[src/rtl/core_ctrl_pkg.sv]
// Shared constants for the core tile sequencer: FSM encodings, inst field
// positions and the idle instruction word.
package core_ctrl_pkg;

  typedef logic [2:0] state_t;

  localparam state_t IDLE   = 3'd0;
  localparam state_t W_RD   = 3'd1;
  localparam state_t W_LOAD = 3'd2;
  localparam state_t X_RD   = 3'd3;
  localparam state_t EXEC   = 3'd4;
  localparam state_t DRAIN  = 3'd5;
  localparam state_t DONE   = 3'd6;

  localparam int INST_W     = 50;
  localparam int ACC_B      = 49;
  localparam int CEN_P_B    = 48;
  localparam int WEN_P_B    = 47;
  localparam int A_P_LSB    = 33;
  localparam int A_P_W      = 14;
  localparam int CEN1_B     = 32;
  localparam int A1_LSB     = 21;
  localparam int CEN0_B     = 20;
  localparam int WEN0_B     = 19;
  localparam int A0_LSB     = 8;
  localparam int A_X_W      = 11;
  localparam int OFIFO_RD_B = 7;
  localparam int IFIFO_WR_B = 6;
  localparam int IFIFO_RD_B = 5;
  localparam int L0_RD_B    = 4;
  localparam int L0_WR_B    = 3;
  localparam int MODE_B     = 2;
  localparam int EXECUTE_B  = 1;
  localparam int LOAD_B     = 0;

  // Both SRAM ports disabled, xmem port 0 parked in read, everything else low.
  localparam logic [INST_W-1:0] IDLE_INST =
      (INST_W'(1) << CEN_P_B) | (INST_W'(1) << WEN_P_B) | (INST_W'(1) << CEN1_B) |
      (INST_W'(1) << CEN0_B)  | (INST_W'(1) << WEN0_B);

endpackage

[src/rtl/core_ctrl.sv]
// Instruction sequencer for one core tile: weight fetch, L0 load, activation
// fetch, execute and OFIFO drain into pmem, all via a registered inst word.
module core_ctrl
  import core_ctrl_pkg::*;
#(
  parameter int row     = 8,
  parameter int col     = 8,
  parameter int XADDR_W = 11,
  parameter int PADDR_W = 14
) (
  input  logic                clk,
  input  logic                reset,
  input  logic                start,
  input  logic                mode,
  input  logic [XADDR_W-1:0]  w_base,
  input  logic [XADDR_W-1:0]  x_base,
  input  logic [XADDR_W-1:0]  x_len,
  input  logic [PADDR_W-1:0]  p_base,
  input  logic                ofifo_valid,
  output logic [INST_W-1:0]   inst,
  output logic                busy,
  output logic                done,
  output logic [2:0]          dbg_state
);

  localparam logic [XADDR_W-1:0] ONE      = XADDR_W'(1);
  localparam logic [XADDR_W-1:0] ROW_N    = XADDR_W'(row);
  localparam logic [XADDR_W-1:0] ROW_LAST = XADDR_W'(row - 1);
  localparam logic [XADDR_W-1:0] LOAD_END = XADDR_W'(row + col);

  state_t               state, state_n;
  logic [XADDR_W-1:0]   cnt, cnt_n;
  logic [XADDR_W-1:0]   rcount, wcount;
  logic [XADDR_W-1:0]   w_base_q, x_base_q, x_len_q;
  logic [PADDR_W-1:0]   p_base_q;
  logic                 mode_q;
  logic                 rd_pend;   // xmem read issued last cycle -> l0_wr now
  logic                 wr_pend;   // ofifo_rd issued last cycle -> pmem write now

  logic                 rd_en, l0_rd, load, execute, ofifo_rd;
  logic [XADDR_W-1:0]   rd_addr;
  logic [INST_W-1:0]    inst_n;

  assign dbg_state = state;

  always_comb begin
    state_n = state;
    cnt_n   = cnt;
    rd_en   = 1'b0;
    rd_addr = '0;
    l0_rd   = 1'b0;
    load    = 1'b0;
    execute = 1'b0;
    case (state)
      IDLE: begin
        cnt_n = '0;
        if (start && x_len != '0) state_n = W_RD;
      end
      W_RD: begin
        rd_en   = 1'b1;
        rd_addr = w_base_q + cnt;
        if (cnt == ROW_LAST) begin
          state_n = W_LOAD;
          cnt_n   = '0;
        end else cnt_n = cnt + ONE;
      end
      W_LOAD: begin
        // row cycles reading L0, col more cycles propagating, one bubble
        l0_rd = (cnt < ROW_N);
        load  = (cnt < LOAD_END);
        if (cnt == LOAD_END) begin
          state_n = X_RD;
          cnt_n   = '0;
        end else cnt_n = cnt + ONE;
      end
      X_RD: begin
        rd_en   = 1'b1;
        rd_addr = x_base_q + cnt;
        if (cnt == x_len_q - ONE) begin
          state_n = EXEC;
          cnt_n   = '0;
        end else cnt_n = cnt + ONE;
      end
      EXEC: begin
        l0_rd   = 1'b1;
        execute = 1'b1;
        if (cnt == x_len_q - ONE) begin
          state_n = DRAIN;
          cnt_n   = '0;
        end else cnt_n = cnt + ONE;
      end
      DRAIN: begin
        if (wcount == x_len_q && !wr_pend) state_n = DONE;
      end
      DONE:    state_n = IDLE;
      default: state_n = IDLE;
    endcase
    ofifo_rd = (state == EXEC || state == DRAIN) && ofifo_valid && (rcount != x_len_q);
  end

  always_comb begin
    inst_n                         = IDLE_INST;
    inst_n[ACC_B]                  = 1'b0;
    inst_n[CEN1_B]                 = 1'b1;
    inst_n[A1_LSB +: A_X_W]        = '0;
    inst_n[IFIFO_WR_B]             = 1'b0;
    inst_n[IFIFO_RD_B]             = 1'b0;
    inst_n[CEN_P_B]                = ~wr_pend;
    inst_n[WEN_P_B]                = ~wr_pend;
    inst_n[A_P_LSB +: A_P_W]       = wr_pend ? (p_base_q + PADDR_W'(wcount)) : '0;
    inst_n[CEN0_B]                 = ~rd_en;
    inst_n[WEN0_B]                 = 1'b1;
    inst_n[A0_LSB +: A_X_W]        = rd_addr;
    inst_n[OFIFO_RD_B]             = ofifo_rd;
    inst_n[L0_RD_B]                = l0_rd;
    inst_n[L0_WR_B]                = rd_pend;
    inst_n[MODE_B]                 = (state != IDLE) & mode_q;
    inst_n[EXECUTE_B]              = execute;
    inst_n[LOAD_B]                 = load;
  end

  always_ff @(posedge clk) begin
    if (!reset) begin
      state    <= IDLE;
      cnt      <= '0;
      rcount   <= '0;
      wcount   <= '0;
      w_base_q <= '0;
      x_base_q <= '0;
      x_len_q  <= '0;
      p_base_q <= '0;
      mode_q   <= 1'b0;
      rd_pend  <= 1'b0;
      wr_pend  <= 1'b0;
      inst     <= IDLE_INST;
      busy     <= 1'b0;
      done     <= 1'b0;
    end else begin
      state   <= state_n;
      cnt     <= cnt_n;
      inst    <= inst_n;
      rd_pend <= rd_en;
      wr_pend <= ofifo_rd;
      busy    <= (state_n != IDLE);
      done    <= (state_n == DONE);
      if (state == IDLE && state_n == W_RD) begin
        w_base_q <= w_base;
        x_base_q <= x_base;
        x_len_q  <= x_len;
        p_base_q <= p_base;
        mode_q   <= mode;
        rcount   <= '0;
        wcount   <= '0;
      end else begin
        if (ofifo_rd) rcount <= rcount + ONE;
        if (wr_pend)  wcount <= wcount + ONE;
      end
    end
  end

endmodule

[config.mk]
export PLATFORM = sky130hd
export DESIGN_NAME = core_ctrl
export DESIGN_NICKNAME = d
export VERILOG_FILES = /design/src/rtl/core_ctrl_pkg.sv /design/src/rtl/core_ctrl.sv
export SDC_FILE = /design/constraint.sdc
export NUM_CORES = 1
export LEC_CHECK = 0
export CORE_ASPECT_RATIO = 1.75
export CORE_MARGIN = 3
export CORE_UTILIZATION = 58
export DETAILED_ROUTE_END_ITERATION = 8
export PLACE_DENSITY_LB_ADDON = 0.25
export SLEW_MARGIN = 10
export SYNTH_ARGS = -nofsm -noshare
export SYNTH_HDL_FRONTEND = slang
export SYNTH_SLANG_ARGS = --single-unit
export TNS_END_PERCENT = 20
[constraint.sdc]
create_clock -name clk -period 6 [get_ports clk]
set_input_delay 1.2 -clock clk [delete_from_list [all_inputs] [get_ports clk]]
set_output_delay 1.2 -clock clk [all_outputs]
set_load 0.02 [all_outputs]
After elaboration in Yosys (flattened, before gate mapping)
Index checks and enable logic that the tools add are counted.
{"block": "op_classes", "n_addsub": 7, "magnitude_cmp": 2, "reduce_logical": 17, "n_mul": 0, "muxes": 15, "shift": 0, "div_mod_pow": 0, "bitwise": 4, "n_eq_ne": 12}
{"op": "case mux 11 bit (4 select lines)", "n": 1}
{"op": "adder 11 x 1 -> 11 bit (second input constant)", "n": 3}
{"op": "2-to-1 mux 11 bit", "n": 3}
{"op": "adder 11 bit", "n": 2}
{"op": "equality test 11 bit", "n": 2}
{"op": "case mux 11 bit (2 select lines)", "n": 1}
{"op": "2-to-1 mux 3 bit", "n": 6}
{"op": "case mux 3 bit (6 select lines)", "n": 1}
{"op": "adder 14 x 11 -> 14 bit", "n": 1}
{"op": "equality test 11 x 3 -> 1 bit (second input constant)", "n": 1}
{"op": "equality test 11 x 5 -> 1 bit (second input constant)", "n": 1}
{"op": "less-than comparator 11 x 4 -> 1 bit (second input constant)", "n": 1}
{"op": "less-than comparator 11 x 5 -> 1 bit (second input constant)", "n": 1}
{"op": "inequality test 11 bit", "n": 1}
{"op": "nonzero test 11 bit", "n": 1}
{"op": "subtractor 11 x 1 -> 11 bit (second input constant)", "n": 1}
{"op": "equality test 3 bit (second input constant)", "n": 3}
{"op": "equality test 3 x 1 -> 1 bit (second input constant)", "n": 2}
{"op": "equality test 3 x 2 -> 1 bit (second input constant)", "n": 2}
{"op": "nonzero test 3 bit", "n": 2}
{"op": "OR reduction 2 bit", "n": 3}
{"op": "logical AND 1 bit", "n": 5}
{"op": "AND reduction 2 bit", "n": 2}
{"op": "nonzero test 4 bit", "n": 1}
{"op": "7 further kinds", "n": 10}
{"block": "word_totals", "mem_bits_rw": 0, "latchBits": 0, "memories": 0, "reg_bits": 137, "word_cells": 74, "romBits": 0}

Depth between registers and ports, before layout
Gate-level depths: netlist of the first run.
{"block": "depth", "depth_word": 7, "ltp_mapped": 15, "ltp_nobuf": 13}

Least setup slack after synthesis of the first run
OpenSTA, ideal clock, no wires.
{"block": "synth_timing", "path_kind": "reg-to-reg", "startpoint": "reg state[2] (netlist: dbg_state[2])", "endpoint": "reg inst[18]", "setup_ns": 0.127, "t_arrival_ns": 3.424, "period_less_slack_ns": 3.551, "t_required_ns": 5.873, "stages_incl_launch_ff": 16, "slack_ns": 2.449, "path_cell_list": "dfxtp_1 clkbuf_1 nor2b_1 nand2_1 clkbuf_1 mux2_2 ha_1 fa_1 a21o_1 a21o_1 a21o_1 a21oi_1 o21a_1 o21ai_0 xnor2_1 nor2_1"}
{"block": "synth_between", "elab_chain_len": 2, "elab_cells_between_ends": 3}
{"item": "start: declaration", "line_no": "core_ctrl.sv:31", "rtl": "state_t state, state_n;"}
{"item": "start signal: assignment", "line_no": "core_ctrl.sv:139", "rtl": "state <= state_n;"}
{"item": "equality test 3 x 2 -> 1 bit / equality test 3 x 1 -> 1 bit (equally long branches)", "line_no": "core_ctrl.sv:54", "rtl": "case (state)"}
{"item": "case mux 11 bit (2 select lines) (*)", "line_no": "core_ctrl.sv:54"}
{"item": "end signal: assignment", "line_no": "core_ctrl.sv:141", "rtl": "inst <= inst_n;"}
{"item": "end: declaration", "line_no": "core_ctrl.sv:20", "rtl": "output logic [INST_W-1:0] inst,"}
Mark *: on every way between the ends. The rest lies on a longest branch, timed or not.
A chain may end at the register's enable or synchronous reset.

Worst setup path in the final report of the first run
{"block": "layout_timing", "startpoint": "reg state[1] (netlist: dbg_state[1])", "endpoint": "reg inst[18]"}
The elaborated chain is that of the path after synthesis.

==> results of run 1 <==
worst register-to-register path, cell delays in order, from the launching register on:
cell     delay, ps
dfxtp_1        650
nor2b_1        270
nand2_1        390
mux2_2         430
ha_1           210
fa_1           410
a21o_1         190
a21o_1         200
a21o_1         180
a21oi_1        230
o21a_1         200
o21ai_0        120
xnor2_1        170
nor2_1          50
kinds of logic after synthesis:
group | count (synthesis)
and+or+nand+nor | 301
other | 2
AOI/OAI and AO/OA | 127
muxes | 21
DFF | 120
xor gates and xnor gates | 68
buffers and inverters | 87
adders and majority gates | 28
flip-flops by register name, indices dropped and copies added, names as in the netlist:
name / cells
x_len_q: 11
wcount: 11
w_base_q: 11
rd_pend: 1
p_base_q: 14
mode_q: 1
busy: 1
x_base_q: 11
cnt: 11
rcount: 11
dbg_state: 3
inst: 33
done: 1
worst min-delay path by stage:
stage	startpoint	to	slack, ps
2_1_floorplan	mode_q	inst[2]	410
3_3_place_gp	rd_pend	inst[3]	420
3_5_place_dp	mode_q	inst[2]	420
4_1_cts	mode_q	inst[2]	430
5_1_grt	mode_q	inst[2]	460
6_report	mode_q	inst[2]	430
metrics by stage:
stage	setup WS (ps)	utilization (%)	instances	area, um2	hold WS (ps)
floorplan	2450	-	768	6350	410
global placement	2310	68.1	924	7100	416
detailed placement	2210	68.1	924	7100	423
CTS	2180	74.0	956	7710	431
global route	1940	74.0	956	7710	464
finish	2170	74.0	956	7710	428
routing by layer:
metal	global-route usage, %	up-vias
met3	5.22	66
li1	-	2649
met5	0	-
met4	18.7	0
met2	50.6	200
met1	25.0	2555
report_power, final:
part           switching, W  internal [W]  leakage [nW]  total, W
clock              0.000381      0.000665         0.289   0.00105
combinational      0.000111     0.0000970          1.88  0.000208
sequential        0.0000277      0.000822         0.975  0.000850
cells in the mapped netlist (2+ instances only):
master	n
inv_1	23
a31oi_1	9
fa_1	2
and2_1	5
mux2_2	12
nor3b_1	2
nor2b_1	9
a21o_1	10
buf_4	18
and3_1	13
a22oi_1	2
o31ai_1	4
nor3_1	23
or2_2	5
xor2_1	35
o21ai_0	13
o211a_1	2
ha_1	26
or3_1	5
xnor2_1	33
and4b_1	3
buf_1	4
nand4_1	10
nand2_1	132
or4_1	3
nor4_1	8
dfxtp_1	120
conb_1	2
nand3_1	21
clkbuf_1	37
nor2_1	55
buf_2	2
a21oi_1	21
buf_6	2
o21a_1	3
nand2b_1	2
nand3b_1	2
mux2i_1	9
a21boi_0	50
area by class of cell:
type | instances | area share [%]
Clock inverter | 14 | 2.25
Clock buffer | 18 | 5.69
Multi-Input combinational cell | 561 | 45.8
Tap cell | 127 | 2.06
Timing Repair Buffer | 93 | 11.9
Inverter | 23 | 1.12
Sequential cell | 120 | 31.1
==> results.ini, run 1 <==
[clocking]
clk_pin_slew_ps=50
cts_setup_buffers=0
clock-sinks=120
clock_path_buffers=2
cts_tree=built
cts_resized=0
h-tree-depth=4
insertion_delay_ps=420
cts_root_buffer=clkbuf_16
cts_made_buffers=17
hold_buffers=0

[synthesis]
synth-main-ff-cell=dfxtp_1
synth_mux_area_share_pct=3.58
synth.yosys.seq_area_share_pct=38.1
synth_async_sr_flop_share_pct=0
synth_top_area_cell=dfxtp_1
synth_compound_area_share_pct=14.2
synth_top_family_by_area=simple AND/OR/NAND/NOR gates
netlist.area_leader.share_pct=38.1
synth-edff-count=0
synth.distinct_cells=56
synth_xor_area_share_pct=9.46
ys_warn_count=0
ys_ff_latch=120
syn_avg_cell_area_um2=8.35
synth-simple-area-share_pct=22.1
ys_top_cells_by_area=dfxtp_1, nand2_1, a21boi_0
syn_area_mm2=0.00630
synthAdderAreaFrac_pct=5.80
syn_inst=754

[global_routing]
grt-ovfl-total=0
grt_usage_pct=26.7
grt_max_degree=51
antenna_found_initial=0
grt_pass1_wl_mm=25.4
grt_pass1_vias=5374

[worst_setup_path]
max_stage_delay_ps=650
path_common_cell=a21o_1
crit_fanout=19
critPathLaunch=dbg_state[1]
path_delay_family=compound AO/OA/AOI/OAI gates
slowest_stage=dfxtp_1
r2r_end=inst[18]
worst-path-buf-inv=0
r2r_slack_ps=2170
crit_path_end_kind=register
crit_chain=nor2b_1 -> nand2_1 -> mux2_2 -> ha_1 -> fa_1 -> a21o_1 -> a21o_1 -> a21o_1 -> a21oi_1 -> o21a_1 -> o21ai_0 -> xnor2_1 -> nor2_1
rr_worst_depth=13
arrival_ps=4130
cp-endpoint=inst[18]
worstPathRequired_ps=6300
crit_cells=13
reg2reg_from=dbg_state[1]
crit_type=register to register
cp-start-kind=register

[route]
drt-pass1-iter-count=5
wl_met3_um=739
routed_wl_mm=15.9
top_layer=met4
wl_met1_mm=5.49
vias=5470
wire_per_inst_um=16.6
viasPerCell=5.72
drcViolationCount=0
drt_iter0_drc=236
met2_length_mm=8.69
antenna_left=0

[finish]
area_growth_pct=22.5
antennaDiodeCount=0
nets=896
drive_gt1_share_pct=7.00
final_common_cell=nand2_1
multiInputGateArea_mm2=0.00353
final_cell_mix=nand2_1, dfxtp_1, clkdlybuf4s50_1
regArea_mm2=0.00240
fillers=789

[timing]
tightest_slew_ps=766
setup_viol=0
period_needed_ps=3830
finalMaxSlewViolations=0
fin_crit_sh_pct=63.9
rsz0062_at_grt=false
slew_headroom_pct=48.5
setup_tns_ps=0
fin_worst_skew_ps=7.12
max_freq_mhz=261
finalHoldViolations=0

[placement]
port_buffers=90
place_congestion=0.876
hpwlAfterDp_mm=11.9

[pwr]
vdd_drop_max_uv=340
power_leakage_nw=3.14
finalPower_w=0.00210
pwr_density_cell_mw_per_mm2=273

[die]
die_h_um=144
die_area_mm2=0.0122
rows=49
die_w_um=84.8
start_util_pct=60.4
ioPinCount=107
core-area_mm2=0.0104

[run_status]
outcome=completed

[min_path]
hp-class=register to register
min_path_cells=2

[run]
cap_violations=0

Power figures use the tool's default switching activity.
==> run 2, diff against run 1 <==
- CORE_UTILIZATION: 58 -> 48
- clock period: 6 -> 3.19 ns (I/O delays scaled with it)
==> results.ini, run 2 (synthesis gave the netlist of run 1 again) <==
[timing]
max_freq_mhz=334
period_needed_ps=2990
finalHoldViolations=0
fin_crit_sh_pct=93.7
slew_headroom_pct=44.8
tightest_slew_ps=821
fin_worst_skew_ps=6.59
setup_viol=0
fin_ws_ps=200
finalMaxSlewViolations=0
setup_tns_ps=0
rsz0062_at_grt=false

[placement]
dp_slack_ps=154
port_buffers=90
hpwlAfterDp_mm=12.5
place_congestion=0.901

[finish]
final_cell_mix=nand2_1, dfxtp_1, clkdlybuf4s50_1
area_growth_pct=24.0
antennaDiodeCount=0
nets=908
top_register=inst
regArea_mm2=0.00240
multiInputGateArea_mm2=0.00354
final_util_pct=61.8
largest_registers=inst: 33 flops, p_base_q: 14 flops
fillers=1162
drive_gt1_share_pct=8.69
final_common_cell=nand2_1
largest_reg_flops=33

[clocking]
cts_root_buffer=clkbuf_16
cts_made_buffers=17
clk_pin_slew_ps=60
clock-sinks=120
cts_tree=built
insertion_delay_ps=410
clock_path_buffers=2
hold_buffers=0
h-tree-depth=4

[global_routing]
grt-ovfl-total=0
grt_usage_pct=23.2
grt_pass1_vias=5588
grt_pass1_wl_mm=26.4
antenna_found_initial=0
grt_max_degree=28

[route]
wire_per_inst_um=16.2
drcViolationCount=0
drt_iter0_drc=203
viasPerCell=5.34
vias=5385
routed_wl_mm=16.3
drt-pass1-iter-count=5
antenna_left=0

[die]
ioPinCount=107
core-area_mm2=0.0126
start_util_pct=49.8
die_h_um=158
die_w_um=92.6
die_area_mm2=0.0146
rows=54

[worst_setup_path]
crit_type=register to register
r2r_end=inst[18]
crit_fanout=4
crit_path_end_kind=register
r2r_slack_ps=200
worstPathRequired_ps=3480
rr_worst_depth=13
cp-start-kind=register
reg2reg_from=dbg_state[1]
arrival_ps=3280

[min_path]
min_from=rd_pend
hp-class=register to register
worst_hold_path.endpoint=inst[3]
min_path_cells=1

[run]
cap_violations=0

[run_status]
outcome=completed

[pwr]
pwr_density_cell_mw_per_mm2=487
power_leakage_nw=3.17
vdd_drop_max_uv=331

-- run 2: repair_timing --
action	4_1_cts	5_1_grt
setup endpoints to repair	0	1
buffers inserted	0	0
resized for setup	0	1
endpoints found under the hold margin	0	0
-- run 2: worst max-delay path by stage --
stage / start / end / depth (start not counted)
after detailed placement: dbg_state[1] / inst[18] / 13
after CTS: dbg_state[1] / inst[18] / 13
final: dbg_state[1] / inst[18] / 13
after global placement: dbg_state[1] / inst[18] / 13
after global routing: dbg_state[1] / inst[18] / 13
after floorplan: dbg_state[1] / inst[18] / 15
-- run 2: area by class of cell --
| type | count | share of cell area (%) |
|---|---|---|
| clock inverters | 14 | 1.67 |
| flip-flops and latches | 120 | 30.8 |
| multi-input cells | 561 | 45.4 |
| repair buffers | 105 | 12.9 |
| clock buffers | 17 | 5.45 |
| well taps | 168 | 2.69 |
| inverters | 23 | 1.11 |
-- run 2: critical path, cell delays in order (launching register included) --
cell and delay, ps:
dfxtp_2 310, nor2b_2 160, nand2_1 160, mux2_2 360, ha_1 220, fa_1 410, a21o_1 170, a21o_1 200
a21o_1 190, a21oi_2 170, o21a_1 180, o21ai_0 120, xnor2_1 170, nor2_1 60
-- run 2: layer usage --
metal	GRT usage [%]	vias to the layer above	part of all wire [%]
li1	-	2673	-
met5	0	-	0
met2	46.1	119	57
met3	3.92	47	3.1
met4	12.4	0	4.1
met1	22.0	2546	36
-- run 2: where the power goes --
group | leakage, nW | total (W) | internal (W) | switching [W]
registers | 0.977 | 0.00159 | 0.00155 | 0.0000479
clock network | 0.257 | 0.00179 | 0.00107 | 0.000721
logic | 1.94 | 0.000415 | 0.000194 | 0.000221
total | 3.17 | 0.00380 | 0.00281 | 0.000990
-- run 2: per-stage QoR --
step / power, W / std cells / hold WS (ps) / area [um2]
global route: 0.00394 / 1008 / 455 / 7810
detailed placement: 0.00204 / 977 / 424 / 7250
global placement: 0.00203 / 977 / 423 / 7250
finish: 0.00380 / 1008 / 433 / 7810
CTS: 0.00383 / 1008 / 439 / 7800
floorplan: 0.00189 / 768 / 410 / 6370
